**src/rtl/rr_arbiter_pkg.sv**
```systemverilog
`default_nettype none
// ============================================================================
// Module      : rr_arbiter_pkg
// Description : Shared constants, FSM state encoding and the round-robin
//               selection helper for the 8-way arbiter.
// Revision    : 1.0 - initial release
// ============================================================================
package rr_arbiter_pkg;

    // Number of requesters and the width of a requester index
    localparam int c_N_REQ            = 8;
    localparam int c_IDX_W            = 3;

    // Hold counter width and the default grant-hold limit
    localparam int c_CNT_W            = 4;
    localparam int c_HOLD_MAX_DEFAULT = 15;

    // FSM state encoding
    typedef logic [1:0] state_t;
    localparam state_t c_ST_IDLE    = 2'b00;
    localparam state_t c_ST_GRANT   = 2'b01;
    localparam state_t c_ST_RELEASE = 2'b10;

    // Return the first requester with its bit set, scanning upward from ptr
    // and wrapping past the top index. The 3-bit add wraps modulo 8 for free.
    // Returns 0 when nothing is requested; callers qualify with |req.
    function automatic logic [c_IDX_W-1:0] rr_pick(
        input logic [c_N_REQ-1:0] req_vec,
        input logic [c_IDX_W-1:0] ptr
    );
        logic [c_IDX_W-1:0] idx;
        logic [c_IDX_W-1:0] cand;
        logic               found;
        idx   = '0;
        cand  = '0;
        found = 1'b0;
        for (int k = 0; k < c_N_REQ; k++) begin
            cand = ptr + c_IDX_W'(k);
            if (!found && req_vec[cand]) begin
                idx   = cand;
                found = 1'b1;
            end
        end
        return idx;
    endfunction

endpackage
`default_nettype wire

```
**src/rtl/m8X3_encoder.sv**
```systemverilog
`default_nettype none
// ============================================================================
// Module      : m8X3_encoder
// Description : 8-to-3 binary encoder for a one-hot (or all-zero) input.
//               {x,y,z} is the index of the set bit; all-zero input gives 0.
// Revision    : 1.0 - initial release
// ============================================================================
module m8X3_encoder (
    input  logic [7:0] d,
    output logic       x,
    output logic       y,
    output logic       z
);

    // Each output bit is the OR of the input positions whose index has it set
    assign x = d[7] | d[6] | d[5] | d[4];
    assign y = d[7] | d[6] | d[3] | d[2];
    assign z = d[7] | d[5] | d[3] | d[1];

endmodule
`default_nettype wire

```
**src/rtl/rr_arbiter_8.sv**
```systemverilog
`default_nettype none
// ============================================================================
// Module      : rr_arbiter_8
// Description : 8-requester round-robin arbiter with registered one-hot
//               grant, bounded grant tenure (HOLD_MAX) and a mandatory
//               one-cycle release gap between grants.
// Revision    : 1.0 - initial release
// ============================================================================
module rr_arbiter_8
    import rr_arbiter_pkg::*;
#(
    parameter int HOLD_MAX = c_HOLD_MAX_DEFAULT
) (
    input  logic               clk,
    input  logic               reset_n,
    input  logic [c_N_REQ-1:0] req,
    output logic [c_N_REQ-1:0] gnt,
    output logic [c_IDX_W-1:0] gnt_idx,
    output logic               gnt_valid,
    output logic               timeout
);

    // Hold limit in counter width
    localparam logic [c_CNT_W-1:0] c_HOLD_LIM = c_CNT_W'(HOLD_MAX);

    // Registered state and the matching next values
    state_t               state_q,    state_d;
    logic [c_IDX_W-1:0]   ptr_q,      ptr_d;
    logic [c_IDX_W-1:0]   last_idx_q, last_idx_d;
    logic [c_CNT_W-1:0]   hold_cnt_q, hold_cnt_d;
    logic [c_N_REQ-1:0]   gnt_q,      gnt_d;
    logic                 timeout_q,  timeout_d;

    // Combinational helpers
    logic [c_IDX_W-1:0]   w_pick_idx;
    logic                 w_any_req;
    logic                 w_own_req;
    logic                 w_hold_done;
    logic                 w_enc_x;
    logic                 w_enc_y;
    logic                 w_enc_z;

    assign w_any_req   = |req;
    assign w_pick_idx  = rr_pick(req, ptr_q);
    // last_idx_q tracks the current owner for the whole GRANT tenure
    assign w_own_req   = req[last_idx_q];
    assign w_hold_done = (hold_cnt_q == c_HOLD_LIM);

    // State register and all datapath flops, cleared asynchronously
    always_ff @(posedge clk or negedge reset_n) begin
        if (!reset_n) begin
            state_q    <= c_ST_IDLE;
            ptr_q      <= '0;
            last_idx_q <= '0;
            hold_cnt_q <= '0;
            gnt_q      <= '0;
            timeout_q  <= 1'b0;
        end else begin
            state_q    <= state_d;
            ptr_q      <= ptr_d;
            last_idx_q <= last_idx_d;
            hold_cnt_q <= hold_cnt_d;
            gnt_q      <= gnt_d;
            timeout_q  <= timeout_d;
        end
    end

    // Next-state logic: arbitrate, hold until drop or limit, one release cycle
    always_comb begin
        state_d = state_q;
        case (state_q)
            c_ST_IDLE: begin
                if (w_any_req) begin
                    state_d = c_ST_GRANT;
                end
            end
            c_ST_GRANT: begin
                if (!w_own_req || w_hold_done) begin
                    state_d = c_ST_RELEASE;
                end
            end
            c_ST_RELEASE: begin
                state_d = c_ST_IDLE;
            end
            default: begin
                state_d = c_ST_IDLE;
            end
        endcase
    end

    // Output/datapath logic: next grant vector, hold count, pointer, timeout
    always_comb begin
        gnt_d      = gnt_q;
        hold_cnt_d = hold_cnt_q;
        ptr_d      = ptr_q;
        last_idx_d = last_idx_q;
        timeout_d  = 1'b0;
        case (state_q)
            c_ST_IDLE: begin
                gnt_d      = '0;
                hold_cnt_d = '0;
                if (w_any_req) begin
                    gnt_d      = c_N_REQ'(1) << w_pick_idx;
                    hold_cnt_d = c_CNT_W'(1);
                    last_idx_d = w_pick_idx;
                end
            end
            c_ST_GRANT: begin
                if (!w_own_req) begin
                    // Owner finished: voluntary release, no timeout
                    gnt_d      = '0;
                    hold_cnt_d = '0;
                end else if (w_hold_done) begin
                    // Owner still requesting at the limit: revoke and flag it
                    gnt_d      = '0;
                    hold_cnt_d = '0;
                    timeout_d  = 1'b1;
                end else begin
                    hold_cnt_d = hold_cnt_q + c_CNT_W'(1);
                end
            end
            c_ST_RELEASE: begin
                // Last owner becomes lowest priority for the next search
                gnt_d = '0;
                ptr_d = last_idx_q + c_IDX_W'(1);
            end
            default: begin
                gnt_d      = '0;
                hold_cnt_d = '0;
            end
        endcase
    end

    // Binary index of the registered grant
    m8X3_encoder u_gnt_enc (
        .d (gnt_q),
        .x (w_enc_x),
        .y (w_enc_y),
        .z (w_enc_z)
    );

    assign gnt       = gnt_q;
    assign gnt_idx   = {w_enc_x, w_enc_y, w_enc_z};
    assign gnt_valid = |gnt_q;
    assign timeout   = timeout_q;

endmodule
`default_nettype wire

```
**config.mk**
```make
export PLATFORM = sky130hd
export DESIGN_NAME = rr_arbiter_8
export DESIGN_NICKNAME = d
export VERILOG_FILES = /design/src/rtl/rr_arbiter_pkg.sv /design/src/rtl/m8X3_encoder.sv /design/src/rtl/rr_arbiter_8.sv
export SDC_FILE = /design/constraint.sdc
export NUM_CORES = 1
export LEC_CHECK = 0
export CAP_MARGIN = 40
export CORE_UTILIZATION = 35
export CTS_CLUSTER_DIAMETER = 100
export DETAILED_ROUTE_END_ITERATION = 12
export PLACE_DENSITY_LB_ADDON = 0.2
export SYNTH_ARGS = -nofsm -noshare
export SYNTH_HDL_FRONTEND = slang
export SYNTH_HIERARCHICAL = 1
export SYNTH_SLANG_ARGS = --single-unit
```
**constraint.sdc**
```tcl
create_clock -name clk -period 9.25 [get_ports clk]
set_clock_uncertainty 0.2 [all_clocks]
set_input_delay 1.85 -clock clk [delete_from_list [all_inputs] [get_ports clk]]
set_output_delay 1.85 -clock clk [all_outputs]
set_load 0.02 [all_outputs]
```
# == Word-level counts from Yosys, hierarchy flattened ==
# Cells that the tools add are included.
# Widths: inputs -> output; s select.
# totals
latch_bits,0
mem_bits_rw,0
romBits,0
mem_count,0
reg_bits,21
out_inout_bits,13
# op_classes
n_div,0
order_cmp,9
muxes,47
n_bitwise,8
add_sub_neg,9
n_shift,1
n_reduce_logical,21
n_mul,0
n_eq_ne,6
# op_table
operator,n
$lt 3x4->1 const B,9
$bmux 1 s3,9
$mux 3,8
$mux 8,3
$mux 1,20
$pmux 8 s2,1
$reduce_or 8->1,2
$add 3x3->3 const B,4
$pmux 4 s3,1
$logic_not 1->1,8
$mux 4,2
$or 1x1->1,8
$shl 1x3->8 const A,1
$logic_and 1x1->1,7
$add 3x1->3 const B,2
$add 3x2->3 const B,2
$add 4x1->4 const B,1
$eq 4x4->1 const B,1
$mux 2,2
$ne 2x2->1 const B,2
$pmux 2 s2,1
$reduce_and 2->1,2
$ne 3x3->1 const B,1
$eq 2x1->1 const B,1
3 further kinds,3

# == Longest topological paths before layout ==
# depth
depth_word,27
depth_mapped,13
ltp_nobuf,10

# == Hierarchy ==
# Netlist, hierarchy kept.
# modules_own_cells
mod,area_each_um2,instances,seq_area_each_um2,cells_per_inst
rr_arbiter_8,1929.4,1,525.5,198
m8X3_encoder,22.5,1,0.0,3

# == Worst setup path before layout ==
# Ideal clock, no wire load.
# synth_timing
path_kind,input -> register
startpoint,in req[6]
endpoint,"reg gnt_q[3], in the netlist gnt[3]"
arrival_ns,3.839
t_required_ns,8.928
setup_time_ns,0.122
cell_stages,8
setup_slack_ns,5.090
n_path_buf,0
cell_sequence,mux4_2 > mux2_4 > o32ai_4 > and2b_1 > a32o_1 > nand3_1 > a21o_1 > a32o_1
# synth_between
elab_chain_len,27
# synth_rtl
item,line,text
start: declaration,rr_arbiter_8.sv:16,"input logic [c_N_REQ-1:0] req,"
$bmux 1 s3,rr_arbiter_pkg.sv:39,if (!found && req_vec[cand]) begin
$mux 1 (implied by the code),rr_arbiter_pkg.sv:39,
$mux 1,rr_arbiter_pkg.sv:39,
$logic_not 1->1,rr_arbiter_pkg.sv:39,
$logic_and 1x1->1,rr_arbiter_pkg.sv:39,
$mux 1,rr_arbiter_pkg.sv:39,
$logic_not 1->1,rr_arbiter_pkg.sv:39,
$logic_and 1x1->1,rr_arbiter_pkg.sv:39,
(+11 left out),n/a,
$logic_and 1x1->1,rr_arbiter_pkg.sv:39,
$mux 1,rr_arbiter_pkg.sv:39,
$logic_not 1->1,rr_arbiter_pkg.sv:39,
$logic_and 1x1->1,rr_arbiter_pkg.sv:39,
$mux 3,rr_arbiter_pkg.sv:39,
$shl 1x3->8,rr_arbiter_8.sv:103,gnt_d = c_N_REQ'(1) << w_pick_idx;
$mux 8,rr_arbiter_8.sv:102,if (w_any_req) begin
$pmux 8 s2,rr_arbiter_8.sv:98,case (state_q)
end signal: assignment,rr_arbiter_8.sv:63,gnt_q <= gnt_d;
end: declaration,rr_arbiter_8.sv:31,"logic [c_N_REQ-1:0] gnt_q, gnt_d;"
# Several ways; a longest one is shown, not always the timed one. The select of a mux whose other input is x is not followed.
# A chain may end at the register's enable or synchronous reset.

# == Worst setup path in the final report ==
# Same ends and word-level chain as after synthesis.

==> flow_summary.yaml <==
pwr:
  p_sw_uw: 458
  power.leakage_uw: 0.000875
  p_per_area_nw_per_um2: 411
  p_total_uw: 931
  combPwrFrac: 0.732
  p_int_uw: 473
  p_sw_frac: 0.492
  pwr-share-clk: 0.065
  vdd_ir_drop_max_mv: 0.158
  seqPwrFrac: 0.204
clocking:
  post_cts_resized: 0
  post_cts_buffers: 0
  cts_sinks: 21
  clkLatencyLatePin_ns: 0.26
  clk_pin_slew_ns: 0.08
  clockBufferDepth: 2
  cts_buffers: 3
  htreeDepth: 1
  cts-root-buf: "clkbuf_8"
  tritoncts: "built"
  ctsHoldBuffers: 0
placement:
  placed_area_um2: 2220
  dp_slack_ns: 4.32
  portBuffers: 22
  gp_congestion: 0.862
  dp.final_hpwl_um: 3390
drt:
  num_vias: 1631
  drc_errors: 0
  wire_per_inst_um: 15.3
  wl_um: 4370
  postRouteAntennaNets: 0
  dr.pass1.iters: 4
  drt_iter0_markers: 34
  vias_per_cell: 5.70
finish:
  post-route-util: 0.432
  layout-drive-gt1-share: 0.139
  antenna_cells: 0
  fin_area_um2: 2260
  nNetsFinal: 231
  area_delta_synth_final_pct: 15.9
yosys:
  avgSynthCellArea_um2: 9.71
  synth.net_count: 215
  yosysTopAreaCell: "dfrtp_1"
  synthCells: 201
  synth_top_area_share: 0.269
  synth_most_common_cell: "nand2_1"
  synth_edf_count: 0
  yosys_warnings: 6
  synth_common_cells: "23 x nand2_1, 21 x dfrtp_1, 11 x mux2i_1"
  ys_types: 55
  ys_top_cells_by_area: "dfrtp_1 27%, mux4_2 9.2%, mux2i_1 5.6%, nand2_1 4.4%, mux2_2 2.9%"
  ys_ff_latch: 21
  synth-seq-area-share: 0.269
  synth_area_um2: 1950
  synthArstFlopShare: 1.00
  synth_ff_type: "dfrtp_1"
grt:
  grt_usage: 0.160
  grt_pass1_vias: 1549
  antenna_found_initial: 0
  grt_pass1_wl_um: 7600
  grt_max_degree: 19
  globalRouteOverflowTotal: 0
setup_path:
  cpMostUsedCell: "a32o_1"
  ff2ff_path_depth: 10
  rr_startpoint: "ptr_q[0]"
  path_class: "in2reg"
  rrSetupSlack_ns: 5.15
  critPathLaunchType: "input pin"
  crit_fanout: 8
  critPathCaptureType: "register"
  critical_path.max_stage_delay_ns: 0.60
  cp_data_required_time_ns: 9.21
  r2r_end: "gnt[3]"
  arrival_ns: 4.61
  path_cells: "clkdlybuf4s50_1 -> mux4_2 -> mux2_4 -> o32ai_4 -> and2b_1 -> a32o_1 -> nand3_1 -> a21o_1 -> a32o_1"
  cp_slowest_cell: "mux4_2"
sta:
  rsz0062_at_grt: "no"
  timing.final.ws_setup_ns: 4.60
  drv_slew: 0
  fin_crit_sh: 0.503
  clock.fmax_ghz: 0.215
  layout_min_cycle_time_ns: 4.65
  max_slew_margin: 0.458
  finalHoldViolations: 0
  tightestPinTransition_ns: 0.812
  fin_setup_tns_ns: 0
  setup_viol: 0
floorplanning:
  io_pins: 23
  die_w_um: 76.7
  die_h_um: 76.7
  start_util: 0.373
  core_um2: 5240
  rows: 26
  fp.dieArea_um2: 5880
job:
  maxCapViolCount: 0
worst_hold_path:
  hold_depth: 1
  hp-class: "reg2reg"
  hp-start: "hold_cnt_q[3]"
  whs_endpoint: "hold_cnt_q[3]"
run_status:
  run_status: "completed"
-- worst max-delay path: cells and delay by family --
| kind | cells | cell delay, ns |
|---|---|---|
| buf+inv | 1 | 0.53 |
| mux | 2 | 0.92 |
| simple gates | 2 | 0.33 |
| compound gates | 4 | 0.98 |
-- logic make-up (layout without fill, tap and decap cells) --
| kind of cell | after synthesis | after routing | share of synthesized area |
|---|---|---|---|
| simple gates | 74 | 74 | 0.203 |
| fa+ha+maj | 4 | 4 | 0.0256 |
| compound gates | 51 | 51 | 0.215 |
| buf+inv | 19 | 34 | 0.0500 |
| mux | 28 | 28 | 0.219 |
| flops | 21 | 21 | 0.269 |
| xor+xnor | 4 | 4 | 0.0179 |
-- how the worst max path moves through the flow --
| stage | start | to | slack [ns] | cells past startpoint |
|---|---|---|---|---|
| after global routing | req[6] | gnt[6] | 4.35 | 8 |
| after floorplan | req[6] | gnt[3] | 5.09 | 8 |
| after CTS | req[3] | gnt[6] | 4.59 | 8 |
| after detailed placement | req[1] | gnt[6] | 4.32 | 8 |
| after global placement | req[3] | gnt[7] | 4.30 | 9 |
| final | req[6] | gnt[3] | 4.60 | 9 |
-- routing by layer --
metal  share of wire  track usage
met1            0.51        0.232
met3           0.021       0.0298
met4          0.0032       0.0212
met2            0.47        0.251
met5               0            0
-- final cells by class --
| cell class | instances | area (um2) |
|---|---|---|
| clock buffers | 3 | 41.3 |
| clock inverters | 1 | 5.00 |
| fillers | 508 | 2980 |
| inverters | 7 | 26.3 |
| multi-input cells | 161 | 1330 |
| flip-flops and latches | 21 | 526 |
| well taps | 70 | 87.6 |
| repair buffers | 23 | 248 |
-- registers in the layout, summed over array words and instances (netlist names) --
name / count
gnt: 8
last_idx_q: 3
timeout: 1
ptr_q: 3
state_q: 2
hold_cnt_q: 4
-- layout by cell type (no fill, tap or decap), drive strengths merged, types with 5 or more instances in the layout --
cell type and count:
a21oi 6, a31oi 5, a32o 5, clkdlybuf4s50 22, dfrtp 21, inv 7, mux2 6, mux2i 12
mux4 10, nand2 23, nand2b 5, nand3 8, nor2 9, nor4 7, o21ai 10, o31ai 5
-- stage by stage --
step	instances	hold WS, ns
finish	286	0.284
global route	286	0.329
CTS	286	0.290
detailed placement	282	0.279
global placement	281	0.283
floorplan	201	0.251
-- power by group through the flow --
stage	Sequential (uW)	Clock, uW	Combinational [uW]
2_1_floorplan	162	0	564
3_3_place_gp	193	0	681
3_5_place_dp	193	0	683
4_1_cts	191	60.2	686
5_1_grt	200	65.5	749
6_report	190	60.1	681
(Power assumes the default switching activity.)
